==> src/rtl/readout_sequencer.sv <==
// Event readout sequencer: streams captured RAM samples per channel.
// Optional READOUT_HEADER_EN macro prepends a 4-byte header.
module readout_sequencer #(
  parameter int ram_width = 10,
  parameter int RD_LAT    = 2
) (
  input  logic                 clk,
  input  logic                 reset,
  input  logic                 readout_req,
  input  logic                 data_ready,
  input  logic [ram_width-1:0] wraddress_triggerpoint,
  input  logic [ram_width-1:0] pretrig,
  input  logic [ram_width-1:0] nsmp,
  input  logic [3:0]           chanmask,
  input  logic [7:0]           rddata1,
  input  logic [7:0]           rddata2,
  input  logic [7:0]           rddata3,
  input  logic [7:0]           rddata4,
  output logic                 rden,
  output logic [ram_width-1:0] rdaddress,
  output logic [7:0]           tx_data,
  output logic                 tx_valid,
  input  logic                 tx_ready,
  output logic                 busy,
  output logic                 done
);

  typedef logic [ram_width-1:0] addr_t;

  localparam logic [2:0] S_IDLE   = 3'd0;
  localparam logic [2:0] S_HEADER = 3'd1;
  localparam logic [2:0] S_READ   = 3'd2;
  localparam logic [2:0] S_DRAIN  = 3'd3;
  localparam logic [2:0] S_DONE   = 3'd4;

  logic [2:0] state;
  addr_t      start_addr;
  addr_t      nsmp_q;
  logic [3:0] mask_q;
  addr_t      addr;
  addr_t      cnt;
  logic [1:0] ch;
  logic [1:0] rdchan;

  logic [RD_LAT-1:0] vld;
  logic [1:0]        cp [RD_LAT];

  logic [7:0] mem [4];
  logic [1:0] wptr;
  logic [1:0] rptr;
  logic [2:0] count;

  logic       pop;
  logic       push;
  logic       push_h;
  logic [7:0] hbyte;
  logic [7:0] sdata;
  logic [7:0] pbyte;
  logic [3:0] inflight;
  logic [3:0] used;
  logic       space;
  logic       lastbyte;
  logic [2:0] nch;
  logic [2:0] fst;
  addr_t      start_in;

  // Lowest enabled channel at or above index "from"; 4 means none left.
  function automatic logic [2:0] first_set(input logic [3:0] m,
                                           input logic [2:0] from);
    logic [2:0] r;
    r = 3'd4;
    for (int i = 3; i >= 0; i--)
      if (m[i] && (3'(i) >= from)) r = 3'(i);
    return r;
  endfunction

  assign tx_valid = (count != 3'd0);
  assign tx_data  = mem[rptr];
  assign pop      = tx_valid & tx_ready;
  assign lastbyte = (cnt == nsmp_q - addr_t'(1));
  assign nch      = first_set(mask_q, {1'b0, ch} + 3'd1);
  assign fst      = first_set(chanmask, 3'd0);
  assign start_in = wraddress_triggerpoint - pretrig;

  // Reads issued but not yet landed in the FIFO, plus FIFO occupancy.
  always_comb begin
    inflight = {3'b0, rden};
    for (int i = 0; i < RD_LAT; i++)
      inflight = inflight + {3'b0, vld[i]};
    used  = {1'b0, count} + inflight;
    space = (used - {3'b0, pop}) < 4'd4;
  end

  // Return-data channel select, aligned with the read pipeline.
  always_comb begin
    sdata = rddata1;
    case (cp[RD_LAT-1])
      2'd1:    sdata = rddata2;
      2'd2:    sdata = rddata3;
      2'd3:    sdata = rddata4;
      default: sdata = rddata1;
    endcase
  end

`ifdef READOUT_HEADER_EN
  logic [1:0]  hidx;
  logic [15:0] nsmp16;

  assign nsmp16 = 16'(nsmp_q);
  assign push_h = (state == S_HEADER) && ((count != 3'd4) || pop);

  // Header byte for the current header slot.
  always_comb begin
    hbyte = 8'hA5;
    case (hidx)
      2'd1:    hbyte = {4'b0, mask_q};
      2'd2:    hbyte = nsmp16[15:8];
      2'd3:    hbyte = nsmp16[7:0];
      default: hbyte = 8'hA5;
    endcase
  end
`else
  assign push_h = 1'b0;
  assign hbyte  = 8'h00;
`endif

  assign push  = vld[RD_LAT-1] | push_h;
  assign pbyte = vld[RD_LAT-1] ? sdata : hbyte;

  // Sequencer FSM: header, read issue with credit check, drain, done.
  always_ff @(posedge clk) begin
    if (reset) begin
      state      <= S_IDLE;
      start_addr <= '0;
      nsmp_q     <= '0;
      mask_q     <= '0;
      addr       <= '0;
      cnt        <= '0;
      ch         <= '0;
      rdchan     <= '0;
      rden       <= 1'b0;
      rdaddress  <= '0;
      busy       <= 1'b0;
      done       <= 1'b0;
`ifdef READOUT_HEADER_EN
      hidx       <= '0;
`endif
    end else begin
      rden <= 1'b0;
      done <= 1'b0;
      case (state)
        S_IDLE: begin
          if (readout_req && data_ready) begin
            start_addr <= start_in;
            addr       <= start_in;
            nsmp_q     <= nsmp;
            mask_q     <= chanmask;
            cnt        <= '0;
            ch         <= fst[1:0];
            busy       <= 1'b1;
`ifdef READOUT_HEADER_EN
            hidx       <= '0;
            state      <= S_HEADER;
`else
            state <= (nsmp == '0 || chanmask == 4'd0) ? S_DRAIN : S_READ;
`endif
          end
        end
        S_HEADER: begin
`ifdef READOUT_HEADER_EN
          if (push_h) begin
            hidx <= hidx + 2'd1;
            if (hidx == 2'd3)
              state <= (nsmp_q == '0 || mask_q == 4'd0) ? S_DRAIN : S_READ;
          end
`else
          state <= S_IDLE;
`endif
        end
        S_READ: begin
          if (space) begin
            rden      <= 1'b1;
            rdaddress <= addr;
            rdchan    <= ch;
            if (lastbyte) begin
              cnt  <= '0;
              addr <= start_addr;
              if (nch[2]) state <= S_DRAIN;
              else        ch    <= nch[1:0];
            end else begin
              cnt  <= cnt + addr_t'(1);
              addr <= addr + addr_t'(1);
            end
          end
        end
        S_DRAIN: begin
          if (count == 3'd0 && inflight == 4'd0) begin
            state <= S_DONE;
            done  <= 1'b1;
          end
        end
        S_DONE: begin
          state <= S_IDLE;
          busy  <= 1'b0;
        end
        default: state <= S_IDLE;
      endcase
    end
  end

  // Read-latency pipeline tracking valid reads and their channel.
  always_ff @(posedge clk) begin
    if (reset) begin
      vld <= '0;
      for (int i = 0; i < RD_LAT; i++) cp[i] <= '0;
    end else begin
      vld[0] <= rden;
      cp[0]  <= rdchan;
      for (int i = 1; i < RD_LAT; i++) begin
        vld[i] <= vld[i-1];
        cp[i]  <= cp[i-1];
      end
    end
  end

  // Four-entry output FIFO feeding the byte sink.
  always_ff @(posedge clk) begin
    if (reset) begin
      wptr  <= '0;
      rptr  <= '0;
      count <= '0;
      for (int i = 0; i < 4; i++) mem[i] <= '0;
    end else begin
      if (push) begin
        mem[wptr] <= pbyte;
        wptr      <= wptr + 2'd1;
      end
      if (pop) rptr <= rptr + 2'd1;
      count <= count + {2'b0, push} - {2'b0, pop};
    end
  end

endmodule

==> config.mk <==
export PLATFORM = sky130hd
export DESIGN_NAME = readout_sequencer
export DESIGN_NICKNAME = d
export VERILOG_FILES = /design/src/rtl/readout_sequencer.sv
export SDC_FILE = /design/constraint.sdc
export NUM_CORES = 1
export LEC_CHECK = 0
export BUFFER_PORTS_ARGS = -buffer_cell sky130_fd_sc_hd__clkbuf_2
export CAP_MARGIN = 15
export CORE_MARGIN = 2
export CORE_UTILIZATION = 45
export DETAILED_ROUTE_END_ITERATION = 16
export PLACE_DENSITY = 0.64
export REMOVE_ABC_BUFFERS = 1
export SETUP_SLACK_MARGIN = 0.5
export SLEW_MARGIN = 10
export SYNTH_ARGS = -nofsm -noshare
export SYNTH_HDL_FRONTEND = slang
export SYNTH_SLANG_ARGS = --single-unit
==> constraint.sdc <==
create_clock -name clk -period 3.5 [get_ports clk]
set_clock_uncertainty 0.15 [all_clocks]
set_input_delay 0.35 -clock clk [delete_from_list [all_inputs] [get_ports clk]]
set_output_delay 0.35 -clock clk [all_outputs]
set_load 0.005 [all_outputs]
# Word-level counts from Yosys, hierarchy flattened
# Memories as Yosys holds them, arrays and structs flattened. A register that Yosys moved wholly into a read port is not among the register bits.
# Cells that the tools add are included.
# totals
ram_bits	36
inputBits	71
n_memories	2
reg_bits	73
# classes
n_reduce_logical	24
n_mux	47
order_cmp	5
eq_ne	13
addsub	13
n_bitwise	5
# memory_table
memory	depth	word_bits	read_ports	rd_ports_with_merged_regs	wr	line_no	rtl
mem	4	8	1	1	4	48	logic [7:0] mem [4];
cp	2	2	2	0	2	46	logic [1:0] cp [RD_LAT];
# ops
operator	n
2-to-1 mux 10 bit	6
one-hot mux 10 bit (2 select lines)	2
2-to-1 mux 3 bit	9
2-to-1 mux 2 bit	13
one-hot mux 8 bit (3 select lines)	1
adder 10 x 1 -> 10 bit, second input constant	2
2-to-1 mux 8 bit	2
!= test 2 bit, second input constant	6
2-to-1 mux 1 bit	11
== test 10 bit	1
zero test 10 bit	1
AND reduction 5 bit	2
subtractor 10 x 1 -> 10 bit, second input constant	1
subtractor 10 bit	1
one-hot mux 3 bit (3 select lines)	1
zero test 4 bit	2
OR reduction 8 bit	1
== test 3 x 2 -> 1 bit, second input constant	2
>= comparator 1 x 3 -> 1 bit, first input constant	2
>= comparator 2 x 3 -> 1 bit, first input constant	2
logical AND 1 bit	6
zero test 3 bit	2
AND reduction 2 bit	3
adder 2 x 1 -> 2 bit, second input constant	2
21 further kinds	26

# Depth between registers and ports, before layout
# Gate-level depths: netlist of run 1.
# depth
depth_word	11
ltp_mapped	13
ltp_nobuf	12

# Worst setup path before layout of run 1
# Ideal clock, no wire load.
# synth_path
path_kind	reg2reg
startpoint	register rden
endpoint	register rdaddress[0]
period_less_slack_ns	3.246
t_arrival_ns	3.026
t_required_ns	3.279
path_stages_with_launch	13
slack_ns	0.254
cell_sequence	dfxtp_1 > fa_1 > inv_1 > ha_1 > inv_1 > ha_1 > and3b_1 > or4_1 > a21oi_1 > clkbuf_1 > buf_1 > nand2_1 > a21oi_1
# synth_between
elab_chain_len	6
# synth_lines
item	line_no	rtl
from (decl)	19	output logic rden,
from (signal assigned)	141	rden <= 1'b0;
from (signal assigned)	149	rden <= 1'b0;
from (signal assigned)	182	rden <= 1'b1;
adder 1 x 1 -> 2 bit	89	inflight = inflight + {3'b0, vld[i]};
adder 2 x 1 -> 3 bit	89	
adder 3 x 3 -> 4 bit	90	used = {1'b0, count} + inflight;
subtractor 4 x 1 -> 4 bit	91	space = (used - {3'b0, pop}) < 4'd4;
< comparator 4 x 3 -> 1 bit	91	
AND reduction 2 bit (no line)	--	
to (signal assigned)	183	rdaddress <= addr;
to (decl)	20	output logic [ram_width-1:0] rdaddress,
# Every way passes these cells.
# A chain may end at the register's enable or synchronous reset.

# Worst setup path after layout of run 1
# layout_path
startpoint	register vld[1]
endpoint	register cnt[4]
# layout_between
elab_chain_len	6
# layout_lines
item	line_no	rtl
from (decl)	45	logic [RD_LAT-1:0] vld;
from (signal, indexed assignment)	220	vld[i] <= vld[i-1];
adder 2 x 1 -> 3 bit	89	
adder 3 x 3 -> 4 bit	90	
subtractor 4 x 1 -> 4 bit	91	
< comparator 4 x 3 -> 1 bit	91	
!= test 2 bit (no line)	--	
AND reduction 3 bit (no line)	--	
to (signal assigned)	191	cnt <= cnt + addr_t'(1);
to (decl)	41	addr_t cnt;
# Every way passes these cells.

==> results.sh, run 1 <==
export IMPL_clock_path_buffers=2
export IMPL_cts_root_buffer="clkbuf_16"
export IMPL_critPathMaxStageDelay_ns=0.58
export IMPL_portBuffers=92
export IMPL_grtUsageTotal_pct=20.9
export IMPL_grt_pass1_vias=4909
export IMPL_netlist_area_um2=5830
export IMPL_reg2reg_slack_ns=0.34
export IMPL_cp_data_arrival_time_ns=3.30
export IMPL_cp_end_kind="register"
export IMPL_nets=828
export IMPL_rows=41
export IMPL_p_leak_uw=0.00279
export IMPL_setup_viol=0
export IMPL_cts_sinks=110
export IMPL_grt_antenna_before_repair=0
export IMPL_r2r_end="cnt[4]$_SDFFE_PP0P_"
export IMPL_clock_fmax_ghz=0.317
export IMPL_worstHoldPathType="input pin to register"
export IMPL_coreArea_um2=12600
export IMPL_setup_worst_path_class="register to register"
export IMPL_die_area_um2=13900
export IMPL_n_antenna_cell=0
export IMPL_power_density_nw_per_um2=523
export IMPL_syn_to_final_growth_pct=21.1
export IMPL_ir_drop_mv=0.270
export IMPL_io_pins=93
export IMPL_finalInstanceArea_um2=7060
export IMPL_outcome="completed"
export IMPL_num_fill_cells=1192
export IMPL_critPathBufInv=4
export IMPL_layout_common_cells="clkbuf_2, nand2_1, dfxtp_1"
export IMPL_crit_fanout=5
export IMPL_crit_path_cell_trace="fa_2 > inv_2 > ha_4 > inv_2 > ha_4 > and3b_1 > or4_4 > a21oi_4 > buf_4 > buf_12 > o2111ai_1 > xor2_1 > nor2_1"
export IMPL_rr_startpoint="vld[1]$_SDFF_PP0_"
export IMPL_vias_per_cell=5.57
export IMPL_grt_pass1_wl_um=23600
export IMPL_yosys_warnings=0
export IMPL_overflow=0
export IMPL_worstHoldStart="nsmp[7]"
export IMPL_syn_instance_count=643
export IMPL_wirelength_um=14500
export IMPL_die_h_um=118
export IMPL_dp_cells=881
export IMPL_yosysSeqAreaShare_pct=43.3
export IMPL_synthFlopType="dfxtp_1"
export IMPL_routedWlPerCell_um=15.9
export IMPL_final_common_cell="clkbuf_2"
export IMPL_h_tree_depth=3
export IMPL_cp_start_kind="register"
export IMPL_grt_start_max_net_pins=74
export IMPL_total_power_uw=3690
export IMPL_path_delay_family="adder cells"
export IMPL_route_detailed_drc=0
export IMPL_place_congestion=0.813
export IMPL_ys_async_sr_fraction_pct=0
export IMPL_vias=5086
export IMPL_final_hold_viol_count=0
export IMPL_worst_slew_pin_slew_ns=0.763
export IMPL_drt_iter0_markers=363
export IMPL_slew_viol_final=0
export IMPL_ant_nets=0
export IMPL_cts_tree="built"
export IMPL_slowest_stage="fa_2"
export IMPL_layout_worst_path_cycle_share_pct=90.2
export IMPL_finalCriticalPeriod_ns=3.16
export IMPL_initial_utilization_pct=46.2
export IMPL_required_ns=3.65
export IMPL_worstHoldEndpoint="nsmp_q[7]$_SDFFE_PP0P_"
export IMPL_hold_depth=3
export IMPL_chipWidth_um=118
export IMPL_synth_edf_count=32
export IMPL_ys_seq_elements=110
export IMPL_placed_cell_area_um2=6440
export IMPL_dp_hpwl_um=10100
export IMPL_syn_avg_cell_area_um2=9.07
export IMPL_layout_cells_non_filler=913
export IMPL_rr_worst_depth=13
export IMPL_clkLatencyLatePin_ns=0.37
export IMPL_rsz0062_at_grt="true"
export IMPL_drv_cap=0
export IMPL_layout_drive_gt1_share_pct=26.3
export IMPL_cts_inserted_buffers=9
export IMPL_clk_pin_slew_ns=0.07
export IMPL_drt_pass1_iter_count=5
export IMPL_maxSlewHeadroom_pct=49.1
export IMPL_synth_distinct_cells=56
[power by group]
part	internal (uW)	switching, uW
registers	1410	125
logic	551	617
clock network	492	498
total	2460	1240
[metrics by stage]
stage                     TNS [ns]  utilization (%)  setup WS, ns  hold slack [ns]
after global routing             0             55.9         0.238           0.0796
after floorplan             -20.44                -         -1.36            0.264
after CTS                        0             55.1         0.331           0.0666
after global placement           0             51.0         0.219            0.270
final                            0             55.9         0.345           0.0765
after detailed placement         0             51.0         0.106            0.275
[registers in the layout (all words and copies together) (netlist names), named ones only]
name and flops:
start_addr 10, state 3, rdchan 2, rden 1, vld 2, mask_q 3
done 1, count 3, nsmp_q 10, wptr 2, ch 2, rdaddress 10
rptr 2, addr 10, mem 32, cp 4, busy 1, cnt 10
[Yosys cell counts (4+ instances only)]
| cell type | n | area share, % |
|---|---|---|
| a211oi_1 | 7 | 0.90 |
| a21oi_1 | 51 | 4.4 |
| a31oi_1 | 10 | 1.1 |
| and3_1 | 7 | 0.75 |
| clkbuf_1 | 31 | 2.0 |
| dfxtp_1 | 78 | 27 |
| edfxtp_1 | 32 | 16 |
| ha_1 | 18 | 3.9 |
| inv_1 | 36 | 2.3 |
| mux4_2 | 16 | 6.2 |
| nand2_1 | 97 | 6.2 |
| nand3_1 | 18 | 1.5 |
| nand4_1 | 20 | 2.1 |
| nor2_1 | 60 | 3.9 |
| nor2b_1 | 15 | 1.6 |
| nor3_1 | 7 | 0.60 |
| nor4_1 | 7 | 0.75 |
| o2111ai_1 | 4 | 0.60 |
| o211ai_1 | 7 | 0.90 |
| o21ai_0 | 13 | 1.1 |
| or3_1 | 9 | 0.97 |
| or4_1 | 8 | 1.0 |
| xnor2_1 | 17 | 2.6 |
| xor2_1 | 16 | 2.4 |
[routing by layer]
metal	global-route usage [%]	part of all wire, %	vias to the layer above
met2	34.9	50	118
met5	0	0	-
met1	27.1	44	2458
met3	3.78	4.3	22
li1	-	-	2488
met4	7.83	1.9	0
[worst max path at each step]
| stage | slack (ns) | cells past startpoint | from | to |
|---|---|---|---|---|
| floorplan | -1.36 | 4 | state[0]$_SDFFE_PP0P_ | cnt[0]$_SDFFE_PP0P_ |
| CTS | 0.33 | 12 | vld[1]$_SDFF_PP0_ | cnt[8]$_SDFFE_PP0P_ |
| global route | 0.24 | 13 | vld[1]$_SDFF_PP0_ | addr[6]$_SDFFE_PP0P_ |
| global placement | 0.22 | 11 | rden$_SDFF_PP0_ | addr[4]$_SDFFE_PP0P_ |
| finish | 0.34 | 13 | vld[1]$_SDFF_PP0_ | cnt[4]$_SDFFE_PP0P_ |
| detailed placement | 0.11 | 11 | rden$_SDFF_PP0_ | addr[4]$_SDFFE_PP0P_ |
[cell type report]
type                            instances  area (um2)  area share [%]
Sequential cell                       110        2520            35.8
Tap cell                              172         215            3.05
Multi-Input combinational cell        461        3190            45.2
Inverter                               36         135            1.91
Clock inverter                          7        57.6           0.815
Timing Repair Buffer                  118         713            10.1
Clock buffer                            9         225            3.19
[repair_timing]
action,4_1_cts,5_1_grt
pin swaps,23,9
gates cloned,1,1
buffers inserted,9,5
hold buffers,0,0
resized for setup,45,12
hold endpoints to repair,0,0
endpoints found under the setup margin,29,35
[logic make-up after synthesis]
family	synth area share, %
adder cells (fa/ha/maj)	4.89
flip-flops	43.3
XOR/XNOR	4.96
AND/OR/NAND/NOR	22.7
AO/OA/AOI/OAI	12.6
multiplexers	6.70
buffers and inverters	4.89
[worst min-delay path, stage by stage]
cell and delay [ns]:
clkbuf_2 0.09, nand2_1 0.05, a21oi_1 0.05
Power figures use the tool's default switching activity.
==> run 2: changes to the inputs <==
Settings changed: PLACE_DENSITY 0.64 to 0.66.
Clock period 3.5 ns to 2.9 ns, I/O delays scaled along.
==> run 2 against run 1 <==
The run now ends with negative setup slack left; sequential power increased by 20%; non-clock buffer count increased by 19; largest cell class unchanged; final area increased by 2.4%; flip-flop and latch count unchanged; largest power group unchanged.
==> results.sh, run 2 (synthesis gave the netlist of run 1 again) <==
export IMPL_clock_fmax_ghz=0.316
export IMPL_rsz0062_at_grt="true"
export IMPL_drv_cap=0
export IMPL_worst_slew_pin_slew_ns=0.822
export IMPL_cts_hold_repair_buffers=0
export IMPL_rr_startpoint="rden$_SDFF_PP0_"
export IMPL_num_fill_cells=1152
export IMPL_place_congestion=0.851
export IMPL_vias=5169
export IMPL_cts_inserted_buffers=9
export IMPL_total_power_uw=4600
export IMPL_routedWlPerCell_um=15.8
export IMPL_worstHoldStart="nsmp[8]"
export IMPL_power_density_nw_per_um2=636
export IMPL_n_antenna_cell=0
export IMPL_hold_depth=3
export IMPL_grt_start_max_net_pins=42
export IMPL_coreArea_um2=12600
export IMPL_layout_cells_non_filler=933
export IMPL_use_met1_pct=25.7
export IMPL_p_leak_uw=0.00291
export IMPL_cts_tree="built"
export IMPL_grt_antenna_before_repair=0
export IMPL_drt_iter0_markers=288
export IMPL_initial_utilization_pct=46.2
export IMPL_globalRouteMet2Util_pct=38.1
export IMPL_setup_viol=35
export IMPL_r2r_end="cnt[2]$_SDFFE_PP0P_"
export IMPL_dp_cells=902
export IMPL_busiest_layer="met2"
export IMPL_die_area_um2=13900
export IMPL_route_detailed_drc=0
export IMPL_drt_pass1_iter_count=5
export IMPL_cts_root_buffer="clkbuf_16"
export IMPL_fin_ws_ns=-0.265
export IMPL_grt_pass1_vias=5186
export IMPL_maxSlewHeadroom_pct=45.2
export IMPL_violations="negative setup slack"
export IMPL_layout_worst_path_cycle_share_pct=109
export IMPL_final_common_cell="clkbuf_2"
export IMPL_rows=41
export IMPL_required_ns=3.03
export IMPL_syn_to_final_growth_pct=24.1
export IMPL_finalCriticalPeriod_ns=3.16
export IMPL_portBuffers=92
export IMPL_rr_worst_depth=13
export IMPL_grt_pass1_wl_um=24400
export IMPL_cp_start_kind="register"
export IMPL_final_util_pct=57.3
export IMPL_h_tree_depth=3
export IMPL_crit_fanout=6
export IMPL_finalInstanceArea_um2=7230
export IMPL_top_register="mem"
export IMPL_slew_viol_final=0
export IMPL_clock_path_buffers=2
export IMPL_grt_util_met3_pct=5.23
export IMPL_clkLatencyLatePin_ns=0.36
export IMPL_placed_cell_area_um2=6590
export IMPL_overflow=0
export IMPL_reg2reg_slack_ns=-0.26
export IMPL_worstHoldEndpoint="nsmp_q[8]$_SDFFE_PP0P_"
export IMPL_grtUsageTotal_pct=21.6
export IMPL_cp_end_kind="register"
export IMPL_outcome="finished with violations"
export IMPL_layout_common_cells="clkbuf_2, nand2_1, dfxtp_1"
export IMPL_largest_reg_flops=32
export IMPL_layout_drive_gt1_share_pct=28.1
export IMPL_cts_sinks=110
export IMPL_ant_nets=0
export IMPL_final_hold_viol_count=0
export IMPL_nets=848
export IMPL_chipWidth_um=118
export IMPL_dp_hpwl_um=10400
export IMPL_io_pins=93
export IMPL_clk_pin_slew_ns=0.07
export IMPL_vias_per_cell=5.54
export IMPL_setup_worst_path_class="register to register"
export IMPL_wirelength_um=14800
export IMPL_die_h_um=118
export IMPL_cp_data_arrival_time_ns=3.30
export IMPL_finalHoldWorstSlack_ns=0.0130
export IMPL_worstHoldPathType="input pin to register"
export IMPL_ir_drop_mv=0.346
[run 2: cell types whose count changed in the layout (fill, tap and decap cells not counted), sizes merged]
cell | before | now
buf | 25 | 45
clkbuf | 102 | 101
inv | 38 | 39
a21o | 3 | 4
clkinv | 3 | 2
[run 2: final cells by class]
cell class                      instances  area, um2  share of cell area [%]
Clock buffer                            9        225                    3.11
Timing Repair Buffer                  137        843                    11.7
Tap cell                              172        215                    2.98
Clock inverter                          7       55.1                   0.761
Inverter                               36        135                    1.87
Multi-Input combinational cell        462       3230                    44.7
Sequential cell                       110       2520                    34.9
[run 2: per-stage QoR]
stage / setup slack (ns) / setup TNS (ns)
2_1_floorplan: -1.96 / -52.30
3_3_place_gp: -0.250 / -4.23
3_5_place_dp: -0.344 / -6.08
4_1_cts: -0.235 / -4.98
5_1_grt: -0.363 / -9.83
6_report: -0.265 / -5.70
[run 2: worst max-delay path, cell delays in order, from the launching register on]
cell     delay, ns
dfxtp_2       0.33
fa_1          0.55
inv_1         0.05
ha_2          0.17
inv_2         0.06
ha_4          0.18
and3b_1       0.17
or4_4         0.57
a21o_4        0.26
nand2_4       0.09
buf_6         0.14
buf_4         0.10
nand4_1       0.10
a31oi_1       0.17
[run 2: how the worst max path moves through the flow]
stage,from,end,slack (ns)
finish,rden$_SDFF_PP0_,cnt[2]$_SDFFE_PP0P_,-0.26
global route,rden$_SDFF_PP0_,cnt[2]$_SDFFE_PP0P_,-0.36
CTS,vld[1]$_SDFF_PP0_,cnt[0]$_SDFFE_PP0P_,-0.23
detailed placement,rden$_SDFF_PP0_,cnt[0]$_SDFFE_PP0P_,-0.34
global placement,rden$_SDFF_PP0_,cnt[0]$_SDFFE_PP0P_,-0.25
floorplan,state[0]$_SDFFE_PP0P_,cnt[0]$_SDFFE_PP0P_,-1.96
[run 2: routing by layer]
layer,vias up,wire (um),share of wire (%)
met5,-,0,0
met3,23,717,4.8
met4,0,248,1.7
met1,2484,6280,42
li1,2529,-,-
met2,133,7540,51
[run 2: what timing repair did]
item	CTS	global route
pin swaps	21	19
setup endpoints to repair	36	37
cloned	2	1
setup buffers	5	7
resized for setup	32	27
[run 2: power by group]
group	internal (uW)	switching, uW	leakage (uW)
Sequential	1700	147	0.000965
Clock	592	596	0.000133
Combinational	775	782	0.00181
==> run 3: changes to the inputs <==
Settings changed: ABC_AREA from default to 1, RECOVER_POWER from default to 50.
==> run 3 against run 2 <==
The run now ends clean; via count is 8.3% higher; clock power is 19% higher; final area is 2.0% higher; fmax is 10% higher; register-to-register slack better by 0.30 ns; setup slack better by 0.30 ns; critical path type unchanged; largest cell class unchanged; largest power group is now combinational logic.
==> results.sh, run 3 <==
export IMPL_cts_hold_repair_buffers=0
export IMPL_cp_start_kind="register"
export IMPL_critPathMaxStageDelay_ns=0.55
export IMPL_syn_to_final_growth_pct=21.5
export IMPL_chipWidth_um=120
export IMPL_syn_avg_cell_area_um2=7.38
export IMPL_clkLatencyLatePin_ns=0.35
export IMPL_dp_hpwl_um=10500
export IMPL_worstHoldStart="chanmask[2]"
export IMPL_layout_worst_path_cycle_share_pct=98.9
export IMPL_grt_pass1_wl_um=25200
export IMPL_vias_per_cell=5.04
export IMPL_outcome="completed"
export IMPL_p_seq_share_pct=31.9
export IMPL_h_tree_depth=3
export IMPL_cts_tree="built"
export IMPL_die_h_um=120
export IMPL_syn_instance_count=822
export IMPL_cp_end_kind="register"
export IMPL_drv_cap=0
export IMPL_clock_path_buffers=2
export IMPL_p_int_uw=3830
export IMPL_ant_nets=0
export IMPL_rr_worst_depth=15
export IMPL_route_detailed_drc=0
export IMPL_path_delay_family="adder cells"
export IMPL_ys_async_sr_fraction_pct=0
export IMPL_final_hold_viol_count=0
export IMPL_clock_fmax_ghz=0.349
export IMPL_largest_reg_flops=32
export IMPL_dr_wl_met3_um=703
export IMPL_cp_data_arrival_time_ns=2.96
export IMPL_cts_root_buffer="clkbuf_16"
export IMPL_critPathBufInv=4
export IMPL_layout_drive_gt1_share_pct=20.2
export IMPL_crit_fanout=7
export IMPL_setup_worst_path_class="register to register"
export IMPL_rsz0062_at_grt="true"
export IMPL_n_antenna_cell=0
export IMPL_p_comb_share_pct=45.5
export IMPL_slew_viol_final=0
export IMPL_num_fill_cells=1279
export IMPL_swShare_pct=38.9
export IMPL_ys_seq_elements=110
export IMPL_clockPowerShare_pct=22.6
export IMPL_p_leak_uw=0.00326
export IMPL_portBuffers=92
export IMPL_io_pins=93
export IMPL_nets=1022
export IMPL_setup_viol=0
export IMPL_layout_common_cells="nand2_1, inv_1, nor2_1"
export IMPL_required_ns=2.99
export IMPL_total_power_uw=6270
export IMPL_grtUsageTotal_pct=21.7
export IMPL_top_register="mem"
export IMPL_yosys_warnings=0
export IMPL_netlist_area_um2=6070
export IMPL_dr_wl_met2_um=6860
export IMPL_yosysMostFrequentCell="nand2_1"
export IMPL_slowest_stage="fa_1"
export IMPL_switchingPower_uw=2440
export IMPL_hold_depth=3
export IMPL_top_layer="met4"
export IMPL_synth_distinct_cells=44
export IMPL_power_density_nw_per_um2=850
export IMPL_synth_top_area_share_pct=25.7
export IMPL_reg2reg_slack_ns=0.03
export IMPL_maxSlewHeadroom_pct=16.7
export IMPL_final_common_cell="nand2_1"
export IMPL_yosysSeqAreaShare_pct=41.6
export IMPL_wl_met1_um=7250
export IMPL_grt_pass1_vias=5210
export IMPL_r2r_end="addr[2]$_SDFFE_PP0P_"
export IMPL_synthFlopType="dfxtp_1"
export IMPL_initial_utilization_pct=46.0
export IMPL_synth_common_cells="nand2_1, inv_1, nor2_1"
export IMPL_place_congestion=0.833
export IMPL_wirelength_um=15100
export IMPL_grt_antenna_before_repair=0
export IMPL_worstHoldPathType="input pin to register"
export IMPL_cts_inserted_buffers=9
export IMPL_drt_pass1_iter_count=5
export IMPL_worst_slew_pin_slew_ns=1.25
export IMPL_crit_path_cell_trace="fa_1 > inv_2 > ha_4 > inv_2 > ha_4 > nand2_1 > nor2_1 > nor2_1 > xor2_1 > nand3_2 > nand2_4 > clkinvlp_4 > buf_6 > a21oi_4 > a21oi_2"
export IMPL_cts_sinks=110
export IMPL_synth_area_top_cells="dfxtp_1, edfxtp_1, nand2_1"
export IMPL_synth_edf_count=32
export IMPL_rows=42
export IMPL_drt_iter0_markers=461
export IMPL_ir_drop_mv=0.505
export IMPL_rr_startpoint="rden$_SDFF_PP0_"
export IMPL_die_area_um2=14400
export IMPL_synth_top_cell_by_area="dfxtp_1"
export IMPL_coreArea_um2=13200
export IMPL_grt_start_max_net_pins=39
export IMPL_final_util_pct=55.9
export IMPL_routedWlPerCell_um=13.6
export IMPL_worstHoldEndpoint="mask_q[2]$_SDFFE_PP0P_"
export IMPL_vias=5597
export IMPL_clk_pin_slew_ns=0.07
export IMPL_overflow=0
export IMPL_finalCriticalPeriod_ns=2.87
-- run 3: cell count changes in the layout (fill, tap and decap cells not counted), sizes merged, moves of 11 or more --
cell | previous run | this run
nand4 | 20 | 9
nand2 | 97 | 163
inv | 39 | 122
o21ai | 13 | 79
mux4 | 16 | 0
nor2 | 60 | 120
nand3 | 18 | 38
buf | 45 | 27
nor2b | 15 | 0
-- run 3: per-stage QoR --
step           setup WS [ns]  cells  TNS, ns  hold slack, ns  instance area [um2]
3_3_place_gp           0.148   1078        0           0.240                 6740
6_report              0.0314   1111        0          0.0486                 7380
2_1_floorplan         -0.243    797    -1.44           0.207                 5950
5_1_grt              -0.0715   1111   -0.366          0.0536                 7380
4_1_cts                0.126   1110        0          0.0370                 7310
3_5_place_dp          0.0817   1078        0           0.243                 6740
-- run 3: power groups by stage --
stage / Combinational (uW) / Clock (uW) / Sequential (uW)
after floorplan: 1490 / 0 / 1990
after global placement: 2170 / 0 / 2030
after detailed placement: 2190 / 0 / 2030
after CTS: 2670 / 1440 / 2000
after global routing: 3180 / 1500 / 2030
final: 2850 / 1420 / 2000
-- run 3: tightest hold or removal path, stage by stage --
cell and delay [ns]:
clkbuf_2 0.09, inv_1 0.07, a21oi_1 0.06
-- run 3: cell families after synthesis --
logic type      Yosys count  synth area share [%]
simple gates            345                  24.4
compound gates          174                  16.3
buf+inv                 148                  9.59
flops                   110                  41.6
xor+xnor                 24                  3.46
fa+ha+maj                21                  4.70
-- run 3: cell type report --
type / count / area, um2 / area share [%]
clock inverters: 7 / 120 / 1.63
well taps: 176 / 220 / 2.99
inverters: 123 / 469 / 6.36
repair buffers: 121 / 701 / 9.50
clock buffers: 9 / 225 / 3.05
repair inverters: 1 / 7.51 / 0.102
multi-input cells: 564 / 3110 / 42.1
flip-flops and latches: 110 / 2530 / 34.3
-- run 3: routing by layer --
metal / vias to the layer above / GRT usage, %
li1: 2901 / -
met1: 2544 / 30.5
met4: 0 / 6.40
met5: - / 0
met2: 133 / 34.4
met3: 19 / 3.37
-- run 3: worst max path at each step --
stage               depth (start not counted)              start  slack [ns]              endpoint
global placement                           15    rden$_SDFF_PP0_        0.15   cnt[3]$_SDFFE_PP0P_
detailed placement                         15    rden$_SDFF_PP0_        0.08   cnt[3]$_SDFFE_PP0P_
global route                               15    rden$_SDFF_PP0_       -0.07  addr[2]$_SDFFE_PP0P_
finish                                     15    rden$_SDFF_PP0_        0.03  addr[2]$_SDFFE_PP0P_
floorplan                                  15    rden$_SDFF_PP0_       -0.24   cnt[3]$_SDFFE_PP0P_
CTS                                        15  vld[0]$_SDFF_PP0_        0.13  addr[2]$_SDFFE_PP0P_
-- run 3: what timing repair did --
item	4_1_cts	5_1_grt
cloned	2	0
endpoints found under the setup margin	37	40
pin swaps	12	11
buffers inserted	14	1
gates resized for setup	24	23
